### src/rtl/router_nport.sv
// Store-and-forward packet router: buffers one packet from a valid/ready input
// stream, then forwards it to one output port (unicast) or all ports (broadcast).
module router_nport #(
  parameter int DATA_W    = 8,
  parameter int DEPTH     = 8,
  parameter int NUM_PORTS = 4,
  parameter int ADDR_W    = $clog2(NUM_PORTS)
) (
  input  logic                 clk,
  input  logic                 reset,
  input  logic                 in_valid,
  output logic                 in_ready,
  input  logic [ADDR_W-1:0]    in_dest_addr,
  input  logic [1:0]           in_packet_type,
  input  logic [DATA_W-1:0]    in_payload,
  input  logic                 in_eop,
  output logic [NUM_PORTS-1:0] out_valid,
  input  logic [NUM_PORTS-1:0] out_ready,
  output logic [DATA_W-1:0]    out_payload,
  output logic                 out_eop,
  output logic                 err_overflow,
  output logic                 err_bad_dest
);

  // Handshake: a beat moves on a port only in a cycle where both valid and
  // ready are high; valid and data hold steady until that cycle.

  localparam int PW = $clog2(DEPTH + 1);
  localparam int IW = (DEPTH > 1) ? $clog2(DEPTH) : 1;
  localparam logic [PW-1:0] DEPTH_P = PW'(DEPTH);

  localparam logic [2:0] ST_IDLE    = 3'd0;
  localparam logic [2:0] ST_RECEIVE = 3'd1;
  localparam logic [2:0] ST_DROP    = 3'd2;
  localparam logic [2:0] ST_FINISH  = 3'd3;
  localparam logic [2:0] ST_SEND    = 3'd4;

  logic [2:0]           state;
  logic [PW-1:0]        wr_ptr;
  logic [PW-1:0]        rd_ptr;
  logic [ADDR_W-1:0]    dest;
  logic [1:0]           ptype;
  logic                 ovf;
  logic [DATA_W-1:0]    mem [DEPTH];

  logic                 accept_in;
  logic                 new_fwd;
  logic                 is_bcast;
  logic [NUM_PORTS-1:0] onehot;
  logic                 out_fire;

  assign accept_in = in_valid & in_ready;
  assign is_bcast  = (ptype == 2'b01);
  // A new packet is forwarded only if it is not a discard and its port exists.
  assign new_fwd   = !in_packet_type[1] && (int'(in_dest_addr) < NUM_PORTS);

  always_comb begin
    onehot       = '0;
    out_valid    = '0;
    out_payload  = '0;
    out_eop      = 1'b0;
    out_fire     = 1'b0;
    in_ready     = 1'b0;
    err_overflow = 1'b0;
    err_bad_dest = 1'b0;
    for (int p = 0; p < NUM_PORTS; p++) begin
      onehot[p] = (int'(dest) == p);
    end
    in_ready = reset && (state == ST_IDLE || state == ST_RECEIVE || state == ST_DROP);
    if (state == ST_SEND) begin
      out_valid   = is_bcast ? {NUM_PORTS{1'b1}} : onehot;
      out_payload = mem[rd_ptr[IW-1:0]];
      out_eop     = (rd_ptr == wr_ptr - PW'(1));
      // Broadcast waits for every consumer so all ports see the same beat.
      out_fire    = is_bcast ? (&out_ready) : (|(onehot & out_ready));
    end
    if (state == ST_FINISH) begin
      err_overflow = ovf;
      err_bad_dest = !ptype[1] && (int'(dest) >= NUM_PORTS);
    end
  end

  always_ff @(posedge clk or negedge reset) begin
    if (!reset) begin
      state  <= ST_IDLE;
      wr_ptr <= '0;
      rd_ptr <= '0;
      dest   <= '0;
      ptype  <= '0;
      ovf    <= 1'b0;
    end else begin
      case (state)
        ST_IDLE: begin
          if (accept_in) begin
            dest   <= in_dest_addr;
            ptype  <= in_packet_type;
            wr_ptr <= PW'(1);
            if (in_eop) state <= new_fwd ? ST_SEND : ST_FINISH;
            else        state <= new_fwd ? ST_RECEIVE : ST_DROP;
          end
        end
        ST_RECEIVE: begin
          if (accept_in) begin
            if (wr_ptr == DEPTH_P) begin
              ovf   <= 1'b1;
              state <= in_eop ? ST_FINISH : ST_DROP;
            end else begin
              wr_ptr <= wr_ptr + PW'(1);
              if (in_eop) state <= ST_SEND;
            end
          end
        end
        ST_DROP: begin
          if (accept_in && in_eop) state <= ST_FINISH;
        end
        ST_FINISH: begin
          ovf    <= 1'b0;
          wr_ptr <= '0;
          rd_ptr <= '0;
          state  <= ST_IDLE;
        end
        ST_SEND: begin
          if (out_fire) begin
            if (out_eop) begin
              wr_ptr <= '0;
              rd_ptr <= '0;
              state  <= ST_IDLE;
            end else begin
              rd_ptr <= rd_ptr + PW'(1);
            end
          end
        end
        default: state <= ST_IDLE;
      endcase
    end
  end

  // Packet storage is intentionally left unreset.
  always_ff @(posedge clk) begin
    if (accept_in && state == ST_IDLE) begin
      mem[0] <= in_payload;
    end else if (accept_in && state == ST_RECEIVE && wr_ptr < DEPTH_P) begin
      mem[wr_ptr[IW-1:0]] <= in_payload;
    end
  end

endmodule

### config.mk
export PLATFORM = sky130hd
export DESIGN_NAME = router_nport
export DESIGN_NICKNAME = d
export VERILOG_FILES = /design/src/rtl/router_nport.sv
export SDC_FILE = /design/constraint.sdc
export NUM_CORES = 1
export LEC_CHECK = 0
export ABC_AREA = 1
export CAP_MARGIN = 30
export CORE_ASPECT_RATIO = 1.2
export CORE_UTILIZATION = 40
export DETAILED_ROUTE_END_ITERATION = 8
export DONT_BUFFER_PORTS = 1
export PLACE_DENSITY_LB_ADDON = 0.08
export SYNTH_ARGS = -nofsm -noshare
export SYNTH_HDL_FRONTEND = slang
export SYNTH_SLANG_ARGS = --single-unit
### constraint.sdc
create_clock -name clk -period 4.6 [get_ports clk]
set_clock_uncertainty 0.15 [all_clocks]
set_input_delay 0.46 -clock clk [delete_from_list [all_inputs] [get_ports clk]]
set_output_delay 0.46 -clock clk [all_outputs]
set_load 0.01 [all_outputs]
==> flow_summary.html <==
<table>
<tr><th>Metric</th><th>Value</th></tr>
<tr><th colspan="2">Pwr</th></tr>
<tr><td>Net switching power</td><td>856 uW</td></tr>
<tr><td>Total power consumption of the routed design</td><td>2.19 mW</td></tr>
<tr><td>Pwr dens</td><td>531 mW/mm2</td></tr>
<tr><td>Worst ir drop on vdd</td><td>0.000302 V</td></tr>
<tr><td>Switching Share</td><td>39.1%</td></tr>
<tr><td>Combinational cell fraction of total power</td><td>35.8%</td></tr>
<tr><td>Clock power share</td><td>22.2%</td></tr>
<tr><td>Share of total power in sequential cells</td><td>41.9%</td></tr>
<tr><td>Internal power component</td><td>1.34 mW</td></tr>
<tr><td>Leakage component of the power</td><td>1.57 nW</td></tr>
<tr><th colspan="2">Layout</th></tr>
<tr><td>NumNets Final</td><td>406</td></tr>
<tr><td>Layout area overhead</td><td>8.45%</td></tr>
<tr><td>Layout cells sized above 1</td><td>10.6%</td></tr>
<tr><td>Layout Utilization</td><td>45.2%</td></tr>
<tr><td>Number of antenna repair diodes</td><td>0</td></tr>
<tr><td>Post-route cell area</td><td>0.00413 mm2</td></tr>
<tr><th colspan="2">Run</th></tr>
<tr><td>Max-capacitance violation count</td><td>0</td></tr>
<tr><th colspan="2">Timing</th></tr>
<tr><td>Max Clk Rate</td><td>345 MHz</td></tr>
<tr><td>Pins over their slew limit</td><td>0</td></tr>
<tr><td>Final WS setup</td><td>1.70 ns</td></tr>
<tr><td>Tightest Pin Transition</td><td>0.905 ns</td></tr>
<tr><td>Final period utilization</td><td>63.1%</td></tr>
<tr><td>Clock period minus worst slack</td><td>2.90 ns</td></tr>
<tr><td>Number of failing setup endpoints in the final timing report</td><td>0</td></tr>
<tr><td>RSZ-0062 raised after global routing</td><td>false</td></tr>
<tr><td>Final total negative setup slack</td><td>0 ns</td></tr>
<tr><td>Normalized max-slew margin</td><td>39.6%</td></tr>
<tr><td>Total count of hold-check failures in the final report</td><td>0</td></tr>
<tr><th colspan="2">Clock tree</th></tr>
<tr><td>Total clock sinks</td><td>80</td></tr>
<tr><td>Number of setup buffers added after CTS</td><td>0</td></tr>
<tr><td>Clock latency on the worst-skew pair</td><td>0.35 ns</td></tr>
<tr><td>Total CTS buffers</td><td>9</td></tr>
<tr><td>TritonCTS clock tree</td><td>built</td></tr>
<tr><td>CTS Root Buffer Type</td><td>sky130_fd_sc_hd__clkbuf_8</td></tr>
<tr><td>Clk slew on worst S/H paths</td><td>0.08 ns</td></tr>
<tr><td>H-tree depth reported by CTS</td><td>3</td></tr>
<tr><td>CTS Buffer Depth</td><td>2</td></tr>
<tr><th colspan="2">Critical path</th></tr>
<tr><td>Reg-to-reg critical path startpoint</td><td>state[0]</td></tr>
<tr><td>Worst Path Max Fanout</td><td>21</td></tr>
<tr><td>Critical path capture point type</td><td>primary output</td></tr>
<tr><td>Worst EP arrival</td><td>2.29 ns</td></tr>
<tr><td>Critical path origin</td><td>rd_ptr[1]</td></tr>
<tr><td>Critical register-to-register path endpoint</td><td>mem[0][4]</td></tr>
<tr><td>Reg2Reg Depth</td><td>7</td></tr>
<tr><td>Data required time at the worst endpoint</td><td>3.99 ns</td></tr>
<tr><td>Setup crit start kind</td><td>flop</td></tr>
<tr><td>Classification of the worst setup path</td><td>reg -&gt; out</td></tr>
<tr><td>Setup slack on the worst flop-to-flop path</td><td>2.31 ns</td></tr>
<tr><td>Worst setup path end</td><td>out_payload[1]</td></tr>
<tr><th colspan="2">Yosys</th></tr>
<tr><td>EDFF count, synth</td><td>64</td></tr>
<tr><td>Number of unique standard cell types used by synthesis</td><td>34</td></tr>
<tr><td>Flip-flop and latch count after synthesis</td><td>80</td></tr>
<tr><td>Sequential area share after synthesis</td><td>61.0%</td></tr>
<tr><td>Synthesized Nets</td><td>403</td></tr>
<tr><td>Number of standard cells after synthesis</td><td>378</td></tr>
<tr><td>Synthesized area divided by synthesized cell count</td><td>10.1 um2</td></tr>
<tr><td>Dominant synthesized flop cell</td><td>sky130_fd_sc_hd__edfxtp_1</td></tr>
<tr><td>Cell area after synthesis</td><td>0.00380 mm2</td></tr>
<tr><td>Ys Warns</td><td>0</td></tr>
<tr><td>FFs w/ async S/R, synth</td><td>20.0%</td></tr>
<tr><th colspan="2">Drt</th></tr>
<tr><td>Via count</td><td>2647</td></tr>
<tr><td>Avg Vias per Cell</td><td>5.23</td></tr>
<tr><td>DRC violations left</td><td>0</td></tr>
<tr><td>Number of detailed-routing iterations run before antenna repair</td><td>4</td></tr>
<tr><td>Average detailed-routed wire length per instance</td><td>17.1 um</td></tr>
<tr><td>Starting DRC count in detailed routing</td><td>133</td></tr>
<tr><td>Final Routed Wirelength</td><td>8.65 mm</td></tr>
<tr><td>Number of nets with antenna violations after routing</td><td>0</td></tr>
<tr><th colspan="2">Place</th></tr>
<tr><td>Area of placed instances</td><td>0.00392 mm2</td></tr>
<tr><td>Gpl congestion</td><td>0.782</td></tr>
<tr><td>Half-perimeter wire length after detailed placement</td><td>5.87 mm</td></tr>
<tr><td>Count of buffers inserted at the top-level ports</td><td>0</td></tr>
<tr><td>Worst slack, placed</td><td>2.07 ns</td></tr>
<tr><th colspan="2">Floorplanning</th></tr>
<tr><td>Width of the chip</td><td>91.0 um</td></tr>
<tr><td>Initial Util</td><td>41.7%</td></tr>
<tr><td>Rows</td><td>38</td></tr>
<tr><td>I/O Pins</td><td>36</td></tr>
<tr><td>Core footprint</td><td>0.00913 mm2</td></tr>
<tr><td>Die height</td><td>109 um</td></tr>
<tr><td>Die area</td><td>0.00991 mm2</td></tr>
<tr><th colspan="2">Min path</th></tr>
<tr><td>Min-Delay Path Class</td><td>in -&gt; reg</td></tr>
<tr><td>Min-Delay Startpoint</td><td>in_payload[1]</td></tr>
<tr><th colspan="2">GRT</th></tr>
<tr><td>Vias in the first global route</td><td>2664</td></tr>
<tr><td>Largest net degree at the start of global routing</td><td>37</td></tr>
<tr><td>Initial antenna violation count</td><td>0</td></tr>
<tr><td>Global-route wire length before repair</td><td>14.1 mm</td></tr>
<tr><td>GRT Residual Overflow</td><td>0</td></tr>
<tr><td>Total global routing track utilization</td><td>19.4%</td></tr>
<tr><th colspan="2">Outcome</th></tr>
<tr><td>Status</td><td>finished, final reports clean</td></tr>
</table>
==> cell type report <==
type | count | area, um2
inverter | 33 | 124
multi-input combinational | 251 | 1300
tap | 120 | 150
sequential | 80 | 2320
timing repair buffer | 6 | 47.5
clock buffer | 11 | 131
clock inverter | 5 | 47.5
fill | 896 | 5000
==> worst min path at each step <==
stage | to | cells after the start
6_report | mem[0][1] | 0
5_1_grt | mem[4][1] | 0
4_1_cts | mem[0][1] | 0
3_5_place_dp | ptype[0] | 0
3_3_place_gp | dest[1] | 0
2_1_floorplan | dest[0] | 0
==> flip-flops by register name (all words and copies together), names as in the netlist <==
signal and cells:
ptype 2, state 3, mem 64, rd_ptr 4, wr_ptr 4, ovf 1, dest 2
==> power groups by stage <==
stage                     clock (mW)  combinational [mW]  sequential [mW]
final                          0.487               0.786            0.919
after global routing           0.528               0.909            0.929
after CTS                      0.500               0.792            0.920
after detailed placement           0               0.785            0.936
after global placement             0               0.784            0.934
after floorplan                    0               0.637            0.905
==> worst max-delay path, cell delays in order (launching register included) <==
cell and delay [ns]:
sky130_fd_sc_hd__dfrtp_1 0.64, sky130_fd_sc_hd__inv_1 0.53, sky130_fd_sc_hd__o21ai_0 0.18, sky130_fd_sc_hd__o22ai_1 0.14
sky130_fd_sc_hd__o21ai_0 0.12, sky130_fd_sc_hd__a31oi_1 0.33
==> through the flow <==
| step | hold WS (ns) | std cells |
|---|---|---|
| detailed placement | 0.0149 | 487 |
| CTS | 0.0287 | 504 |
| finish | 0.0497 | 506 |
| global route | 0.0203 | 506 |
| global placement | 0.0149 | 486 |
| floorplan | 0.0144 | 378 |
==> cell families after synthesis <==
| logic type | Yosys count | share of synthesized area, % |
|---|---|---|
| compound gates | 79 | 11.3 |
| xor+xnor | 6 | 1.38 |
| fa+ha+maj | 5 | 1.64 |
| buf+inv | 47 | 5.03 |
| flops | 80 | 61.0 |
| other cells | 1 | 0.0986 |
| simple gates | 160 | 19.5 |
==> synth_stat cells, types with 5 or more instances <==
cell                       count  share of area, %
sky130_fd_sc_hd__edfxtp_1     64                51
sky130_fd_sc_hd__nor2_1       60               5.9
sky130_fd_sc_hd__nand2_1      56               5.5
sky130_fd_sc_hd__o21ai_0      50               6.6
sky130_fd_sc_hd__inv_1        27               2.7
sky130_fd_sc_hd__dfrtp_1      16                11
sky130_fd_sc_hd__nand3_1      15               2.0
sky130_fd_sc_hd__nand4_1      11               1.8
sky130_fd_sc_hd__a31oi_1       9               1.5
sky130_fd_sc_hd__a21oi_1       8               1.1
sky130_fd_sc_hd__o22ai_1       8               1.3
sky130_fd_sc_hd__buf_2         6              0.79
sky130_fd_sc_hd__clkbuf_1      6              0.59
sky130_fd_sc_hd__nand2_2       6              0.99
sky130_fd_sc_hd__ha_1          5               1.6
sky130_fd_sc_hd__inv_2         5              0.49
==> layout by cell type (no fill, tap or decap), types with 2 or more instances in the layout <==
master | netlist | final
sky130_fd_sc_hd__o21ai_0 | 50 | 50
sky130_fd_sc_hd__a31oi_1 | 9 | 9
sky130_fd_sc_hd__a21oi_1 | 8 | 8
sky130_fd_sc_hd__nand2_1 | 56 | 56
sky130_fd_sc_hd__edfxtp_1 | 64 | 64
sky130_fd_sc_hd__nand2_2 | 6 | 6
sky130_fd_sc_hd__clkbuf_8 | 0 | 9
sky130_fd_sc_hd__xnor2_1 | 2 | 2
sky130_fd_sc_hd__buf_4 | 2 | 5
sky130_fd_sc_hd__nor2_1 | 60 | 60
sky130_fd_sc_hd__clkinv_1 | 1 | 3
sky130_fd_sc_hd__nand3_1 | 15 | 15
sky130_fd_sc_hd__inv_1 | 27 | 27
sky130_fd_sc_hd__o22ai_1 | 8 | 8
sky130_fd_sc_hd__inv_2 | 5 | 5
sky130_fd_sc_hd__clkinv_2 | 0 | 2
sky130_fd_sc_hd__ha_1 | 5 | 5
sky130_fd_sc_hd__clkbuf_1 | 6 | 2
sky130_fd_sc_hd__nand4_1 | 11 | 11
sky130_fd_sc_hd__nor4_2 | 0 | 2
sky130_fd_sc_hd__dfrtp_1 | 16 | 16
sky130_fd_sc_hd__nor2_2 | 3 | 3
sky130_fd_sc_hd__xor2_1 | 4 | 4
==> layer usage <==
layer / GRT usage [%] / wire [um] / vias up
li1: - / - / 1318
met1: 22.0 / 3710 / 1277
met2: 35.2 / 4430 / 40
met3: 5.16 / 344 / 12
met4: 7.37 / 164 / 0
met5: 0 / 0 / -
==> repair_timing <==
action,CTS,global route
resized for setup,0,0
hold buffers,1,0
endpoints found under the hold margin,16,0
(Power assumes the default switching activity.)
